[config.mk]
export PLATFORM = sky130hd
export DESIGN_NAME = mem_req_arbiter
export DESIGN_NICKNAME = d
export VERILOG_FILES = /design/src/rtl/mem_req_arbiter.sv
export SDC_FILE = /design/constraint.sdc
export NUM_CORES = 1
export LEC_CHECK = 0
export BUFFER_PORTS_ARGS = -buffer_cell sky130_fd_sc_hd__buf_2
export CORE_MARGIN = 4
export CORE_UTILIZATION = 43
export CTS_CLUSTER_DIAMETER = 200
export DETAILED_ROUTE_END_ITERATION = 8
export HOLD_SLACK_MARGIN = 0.08
export MAX_ROUTING_LAYER = met4
export PLACE_DENSITY_LB_ADDON = 0.1
export SKIP_CTS_REPAIR_TIMING = 1
export SYNTH_ARGS = -nofsm -noshare
export SYNTH_HDL_FRONTEND = slang
export SYNTH_SLANG_ARGS = --single-unit
[constraint.sdc]
create_clock -name i_clkRAM -period 1.9 [get_ports i_clkRAM]
set_clock_uncertainty 0.05 [all_clocks]
set_input_delay 0.095 -clock i_clkRAM [delete_from_list [all_inputs] [get_ports i_clkRAM]]
set_output_delay 0.095 -clock i_clkRAM [all_outputs]
set_load 0.03 [all_outputs]
[src/rtl/mem_req_arbiter.sv]
// VIC/CPU request arbiter in front of the PSRAM controller, with a per-transaction watchdog.
// Define WRITE_POST_EN to post CPU writes through a WBUF_DEPTH-entry FIFO.
module mem_req_arbiter #(
    parameter logic [7:0] CPU_BASE       = 8'h00,
    parameter logic [7:0] VIC_BASE       = 8'h00,
    parameter int         TIMEOUT_CYCLES = 1023,
    parameter int         WBUF_DEPTH     = 4
) (
    input  logic        i_clkRAM,
    input  logic        reset,
    input  logic        i_cpu_req,
    input  logic        i_cpu_we,
    input  logic [15:0] i_cpu_addr,
    input  logic [7:0]  i_cpu_wdata,
    output logic        o_cpu_ack,
    output logic [7:0]  o_cpu_rdata,
    input  logic        i_vic_req,
    input  logic [1:0]  i_vic_bank,
    input  logic [13:0] i_vic_addr,
    output logic        o_vic_ack,
    output logic [7:0]  o_vic_rdata,
    output logic        o_cs,
    output logic        o_write,
    output logic [23:0] o_address,
    output logic [7:0]  o_dataToWrite,
    input  logic [7:0]  i_dataRead,
    input  logic        i_busy,
    input  logic        i_dataReady,
    output logic        o_error
);
    localparam int WDW = $clog2(TIMEOUT_CYCLES + 1);
    localparam logic [WDW-1:0] WD_LIM = WDW'(TIMEOUT_CYCLES);

    typedef enum logic [1:0] {
        ST_IDLE, ST_ISSUE, ST_WAIT_BUSY, ST_WAIT_DONE
    } state_t;
    typedef enum logic [1:0] {OWN_VIC, OWN_CPU, OWN_BUF} owner_t;

    state_t         r_state, w_next;
    owner_t         r_owner, w_sel_owner;
    logic [WDW-1:0] r_wdog;
    logic           r_cpu_ack, r_cpu_ack_d, r_vic_ack, r_vic_ack_d;
    logic [7:0]     r_cpu_rdata, r_vic_rdata;
    logic           r_write, r_error;
    logic [23:0]    r_address;
    logic [7:0]     r_wdata;

    logic           w_cpu_req, w_vic_req, w_cpu_direct, w_buf_valid;
    logic           w_cpu_push, w_grant, w_fin, w_to, w_wd_hit;
    logic [23:0]    w_buf_addr, w_sel_addr;
    logic [7:0]     w_buf_data, w_sel_data;
    logic           w_sel_we;

    // A requester still holds req during its ack cycle and the one after.
    assign w_cpu_req = i_cpu_req && !r_cpu_ack && !r_cpu_ack_d;
    assign w_vic_req = i_vic_req && !r_vic_ack && !r_vic_ack_d;
    assign w_wd_hit  = (r_wdog == WD_LIM);

`ifdef WRITE_POST_EN
    localparam int PW = $clog2(WBUF_DEPTH);
    logic [PW:0]  r_wptr, r_rptr;
    logic [15:0]  r_wb_addr [WBUF_DEPTH];
    logic [7:0]   r_wb_data [WBUF_DEPTH];
    logic         w_empty, w_full, w_pop;

    assign w_empty      = (r_wptr == r_rptr);
    assign w_full       = (r_wptr[PW] != r_rptr[PW]) &&
                          (r_wptr[PW-1:0] == r_rptr[PW-1:0]);
    assign w_cpu_push   = w_cpu_req && i_cpu_we && !w_full;
    assign w_cpu_direct = w_cpu_req && !i_cpu_we && w_empty;
    assign w_buf_valid  = !w_empty;
    assign w_buf_addr   = {CPU_BASE, r_wb_addr[r_rptr[PW-1:0]]};
    assign w_buf_data   = r_wb_data[r_rptr[PW-1:0]];
    // Entries leave only when their transaction ends, so full means pending.
    assign w_pop        = (w_fin || w_to) && (r_owner == OWN_BUF);

    always_ff @(posedge i_clkRAM) begin
        if (reset) begin
            r_wptr <= '0;
            r_rptr <= '0;
        end else begin
            if (w_cpu_push) r_wptr <= r_wptr + 1'b1;
            if (w_pop)      r_rptr <= r_rptr + 1'b1;
        end
    end

    always_ff @(posedge i_clkRAM) begin
        if (w_cpu_push) begin
            r_wb_addr[r_wptr[PW-1:0]] <= i_cpu_addr;
            r_wb_data[r_wptr[PW-1:0]] <= i_cpu_wdata;
        end
    end
`else
    assign w_cpu_push   = 1'b0;
    assign w_cpu_direct = w_cpu_req;
    assign w_buf_valid  = 1'b0;
    assign w_buf_addr   = '0;
    assign w_buf_data   = '0;
    if (WBUF_DEPTH < 1) begin : g_no_wbuf
    end
`endif

    always_comb begin
        w_sel_owner = OWN_CPU;
        w_sel_addr  = {CPU_BASE, i_cpu_addr};
        w_sel_we    = i_cpu_we;
        w_sel_data  = i_cpu_wdata;
        if (w_vic_req) begin
            w_sel_owner = OWN_VIC;
            w_sel_addr  = {VIC_BASE, i_vic_bank, i_vic_addr};
            w_sel_we    = 1'b0;
            w_sel_data  = 8'h00;
        end else if (w_buf_valid) begin
            w_sel_owner = OWN_BUF;
            w_sel_addr  = w_buf_addr;
            w_sel_we    = 1'b1;
            w_sel_data  = w_buf_data;
        end
    end

    always_ff @(posedge i_clkRAM) begin
        if (reset) r_state <= ST_IDLE;
        else       r_state <= w_next;
    end

    always_comb begin
        w_next  = r_state;
        w_grant = 1'b0;
        w_fin   = 1'b0;
        w_to    = 1'b0;
        unique case (r_state)
            ST_IDLE: begin
                if (!i_busy && (w_vic_req || w_buf_valid || w_cpu_direct)) begin
                    w_grant = 1'b1;
                    w_next  = ST_ISSUE;
                end
            end
            ST_ISSUE: w_next = ST_WAIT_BUSY;
            ST_WAIT_BUSY: begin
                if (w_wd_hit) begin
                    w_to   = 1'b1;
                    w_next = ST_IDLE;
                end else if (i_busy) begin
                    w_next = ST_WAIT_DONE;
                end
            end
            ST_WAIT_DONE: begin
                if (r_write ? !i_busy : i_dataReady) begin
                    w_fin  = 1'b1;
                    w_next = ST_IDLE;
                end else if (w_wd_hit) begin
                    w_to   = 1'b1;
                    w_next = ST_IDLE;
                end
            end
            default: w_next = ST_IDLE;
        endcase
    end

    always_ff @(posedge i_clkRAM) begin
        if (reset) begin
            r_owner     <= OWN_VIC;
            r_wdog      <= '0;
            r_cpu_ack   <= 1'b0;
            r_cpu_ack_d <= 1'b0;
            r_vic_ack   <= 1'b0;
            r_vic_ack_d <= 1'b0;
            r_cpu_rdata <= 8'h00;
            r_vic_rdata <= 8'h00;
            r_write     <= 1'b0;
            r_address   <= 24'h0;
            r_wdata     <= 8'h00;
            r_error     <= 1'b0;
        end else begin
            r_cpu_ack   <= w_cpu_push;
            r_vic_ack   <= 1'b0;
            r_cpu_ack_d <= r_cpu_ack;
            r_vic_ack_d <= r_vic_ack;
            if (r_state == ST_IDLE)  r_wdog <= '0;
            else if (!w_wd_hit)      r_wdog <= r_wdog + 1'b1;
            if (w_grant) begin
                r_owner   <= w_sel_owner;
                r_address <= w_sel_addr;
                r_write   <= w_sel_we;
                r_wdata   <= w_sel_data;
            end
            if (w_to) r_error <= 1'b1;
            // A timed-out read still completes, returning all-ones.
            if (w_fin || w_to) begin
                unique case (r_owner)
                    OWN_VIC: begin
                        r_vic_ack   <= 1'b1;
                        r_vic_rdata <= w_fin ? i_dataRead : 8'hFF;
                    end
                    OWN_CPU: begin
                        r_cpu_ack <= 1'b1;
                        if (!r_write) r_cpu_rdata <= w_fin ? i_dataRead : 8'hFF;
                    end
                    default: ;
                endcase
            end
        end
    end

    assign o_cs          = (r_state != ST_ISSUE);
    assign o_write       = r_write;
    assign o_address     = r_address;
    assign o_dataToWrite = r_wdata;
    assign o_cpu_ack     = r_cpu_ack;
    assign o_cpu_rdata   = r_cpu_rdata;
    assign o_vic_ack     = r_vic_ack;
    assign o_vic_rdata   = r_vic_rdata;
    assign o_error       = r_error;
endmodule
==> results.txt <==
The run finished with clean final reports. The worst endpoint data arrival time was 2.03 ns; the relative area change from synthesis to final layout was 34.95%. For this run, the number of Yosys warnings is 0.

Clock tree synthesis found a total of 59 sinks. The tools report the global-route wire length before repair as 9673 µm. The worst setup path is captured at a register. In the final layout, the share of cells above drive strength 1 is 43.97%. Excluding fillers, the count of instances in the completed layout stands at 448. The average wire length per cell after detail routing was 13.45 µm; the depth of the worst register-to-register path was 6. Power spread over the standard cell area amounts to 836.8 nW/µm². The mean post-synth cell area was 10.52 µm²; the number of iterations in the first detailed-routing pass was 4.

Global routing finished with a remaining overflow of 0. The repair_antennas step left the layout with diodes totalling 0. The tools report the count of final max-slew check failures as 0. The tools report the half-perimeter wire length after placement as 4318 µm. The endpoint identified for the worst register-to-register timing path is o_cpu_rdata[5]. The total met2 wirelength after detailed routing came out at 2776 µm. Leaving out fill and tap cells, the most frequent cells in the layout are sky130_fd_sc_hd__buf_2, sky130_fd_sc_hd__dfxtp_1, sky130_fd_sc_hd__nor2_1, sky130_fd_sc_hd__mux2i_1, sky130_fd_sc_hd__a211oi_2.

The tools report the type of origin of the critical path as a register. The final layout contains routed wiring with a total length of 6026 µm. The run gives 7351 µm² as the full die area.

The run gives 44.15% as the initial core utilization. After detailed routing, the number of remaining DRC violations is 0. IR analysis of the VDD net gives a maximum drop of 0.3589 mV. The average via count per standard cell was 4.949; the clock period minus worst slack was 1.807 ns. Buffers inserted during clock tree synthesis total 9.

The cell at the root of the clock tree is sky130_fd_sc_hd__clkbuf_8. In this run the core area contains 28 standard-cell rows. TritonCTS built the clock tree. For the worst path required time, the log shows 2.12 ns. The deepest clock path buffer count is 2. The H-tree generated during clock tree synthesis spans 3 levels. Final layout net count: 425. Total non-filler cell area in the finished layout: 3507 µm².

The global-route usage over all layers is 17.27%, and the worst path setup slack after routing is 0.09332 ns. Timing would allow up to 553.5 MHz. Synthesis instantiated 44 different standard cells from the library. Via count of the first global-routing pass: 2079. The number of placed instances, taps included, is 421.

Measured along the y axis, the die boundary spans 85.74 µm. Once placement finished, the instance area stood at 3202 µm². For this run, asynchronously set or reset flops after synthesis account for 0%. Summing all multi-input logic gate instances after layout gives 1303 µm². The tools report the launch instance of the worst register-to-register path as r_wdog[1].

Part of the cycle the worst path needs: 95.09%. The worst hold path belongs to the class input pin to register. The number of synthesized register bits is 59. Of the synthesized area, sequential elements account for 45.45%. The timing startpoint of the critical path was r_wdog[1]. The tightest hold path in the finished design has a slack of 0.06166 ns. In this run the top signal layer used is met4.

For this design, the slowest cell found on the critical path is sky130_fd_sc_hd__or3_4. The number of instances in the synthesized netlist was 247. The synthesized netlist occupies a cell area of 2599 µm².

The tools report the timing endpoint of the critical path as o_cpu_rdata[5]. Once detail routing completed, the nets flagged for antenna violations numbered 0. The biggest fanout along the worst timing path came out at 8. The logs give 0 for the number of failing hold endpoints at the final stage and 1.597 nW for the cell leakage power. The run gives 2.935 mW as the total power.

Detailed routing inserted a total of 2217 vias. The clock-pin slew on the worst setup and hold paths is 0.07 ns, and the number of antenna violations at the first check in global routing is 0. The tools report the clock latency on the worst-skew pair as 0.33 ns.

The maximum number of pins on one net before global-route repair is 28. After routing, the total negative slack on setup checks comes to 0 ns. During placement, the flow inserted port buffers numbering 99. At the end of routability-driven placement, the weighted congestion stood at 0.8021. The critical path is of the register to register type. The width of the die works out to 85.74 µm. 108 I/O pins were placed. Timing analysis after detailed placement gives a worst setup slack of -0.004252 ns. The reported max-cap violation count came out at 0.

In the synthesized netlist the dominant register cell turns out to be sky130_fd_sc_hd__dfxtp_1. The setup check on the worst reg-to-reg path leaves a slack of 0.09 ns. The run gives 2683 µm as the sum of routed wire segments on met1. The utilization after layout came out at 59.59%. The number of flops mapped to enable cells by yosys came out at 0. The library cell used most frequently in the layout, excluding fill and tap cells, is sky130_fd_sc_hd__buf_2. Setup violations remaining at the end of the flow were counted as 0.

For the placeable core region, the log shows 5886 µm². For this block, the initial DRC count from the detailed router was 77. The amount of wire on met3 after detailed routing is 439 µm, and the fill cell total of the finished layout is 537. On the worst path, the slowest cell contributes a delay of 0.45 ns.

Across the whole layout, storage elements account for 1182 µm². Traced cell by cell, the critical path runs through ha_1 -> nand3_1 -> or3_4 -> o31ai_4 -> buf_6 -> o221a_1.
-- worst min-delay path by stage --
stage / start / to / slack (ns) / cells after the start
floorplan: i_busy / r_state[0] / 0.22 / 2
global placement: i_dataRead[1] / o_cpu_rdata[1] / 0.34 / 2
global route: i_cpu_wdata[7] / o_dataToWrite[7] / 0.09 / 4
finish: i_cpu_we / o_write / 0.06 / 4
detailed placement: i_dataRead[4] / o_cpu_rdata[4] / 0.34 / 2
CTS: i_dataRead[4] / o_cpu_rdata[4] / -0.01 / 2
-- area by class of cell --
type / instances / area share, %
Multi-Input combinational cell: 170 / 37.14
Sequential cell: 59 / 33.71
Timing Repair Buffer: 127 / 21.48
Clock buffer: 10 / 3.924
Tap cell: 75 / 2.676
Clock inverter: 5 / 0.8562
Inverter: 2 / 0.2141
-- layer usage --
layer  GRT usage, %  vias to the layer above
met3          4.611                       11
met5              -                        -
met4          9.640                        0
li1               -                     1129
met2          25.99                       76
met1          20.94                     1001
-- logic make-up after synthesis --
family,after synthesis,share of synthesized area (%)
muxes,27,10.40
and+or+nand+nor,75,14.40
DFF,59,45.45
other,1,0.1443
xor gates and xnor gates,5,1.685
adders and majority gates,1,0.4814
buffers and inverters,25,5.921
AOI/OAI and AO/OA,54,21.52
-- synth_stat cells, types with 5 or more instances --
master	n	share of area, %
sky130_fd_sc_hd__clkbuf_1	5	0.72
sky130_fd_sc_hd__buf_4	9	2.6
sky130_fd_sc_hd__a21oi_1	5	0.96
sky130_fd_sc_hd__nor2b_1	5	1.2
sky130_fd_sc_hd__mux2i_1	27	10
sky130_fd_sc_hd__o221a_2	8	3.5
sky130_fd_sc_hd__o221a_1	8	3.5
sky130_fd_sc_hd__nand2_1	9	1.3
sky130_fd_sc_hd__nor2_1	34	4.9
sky130_fd_sc_hd__and2_1	5	1.2
sky130_fd_sc_hd__a211oi_2	16	7.7
sky130_fd_sc_hd__dfxtp_1	59	45
-- sequential cells by signal, indices dropped and copies added (netlist names) --
name           cells
r_owner            1
o_error            1
o_cpu_ack          1
o_write            1
r_wdog            10
r_cpu_ack_d        1
o_address         16
o_cpu_rdata        8
o_dataToWrite      8
o_vic_ack          1
r_state            2
o_vic_rdata        8
r_vic_ack_d        1
-- report_power, final --
group,leakage [nW],total (mW),switching [mW],internal [mW]
Clock,0.0839,0.978,0.485,0.493
Combinational,1.03,0.612,0.371,0.242
Sequential,0.480,1.34,0.0377,1.31
Total,1.60,2.93,0.893,2.04
-- critical path: cells and delay by family (launching register included) --
| kind | cells | cell delay, ns |
|---|---|---|
| DFF | 1 | 0.37 |
| adders and majority gates | 1 | 0.18 |
| AOI/OAI and AO/OA | 2 | 0.42 |
| buffers and inverters | 1 | 0.16 |
| and+or+nand+nor | 2 | 0.55 |
Power figures use the tool's default switching activity.
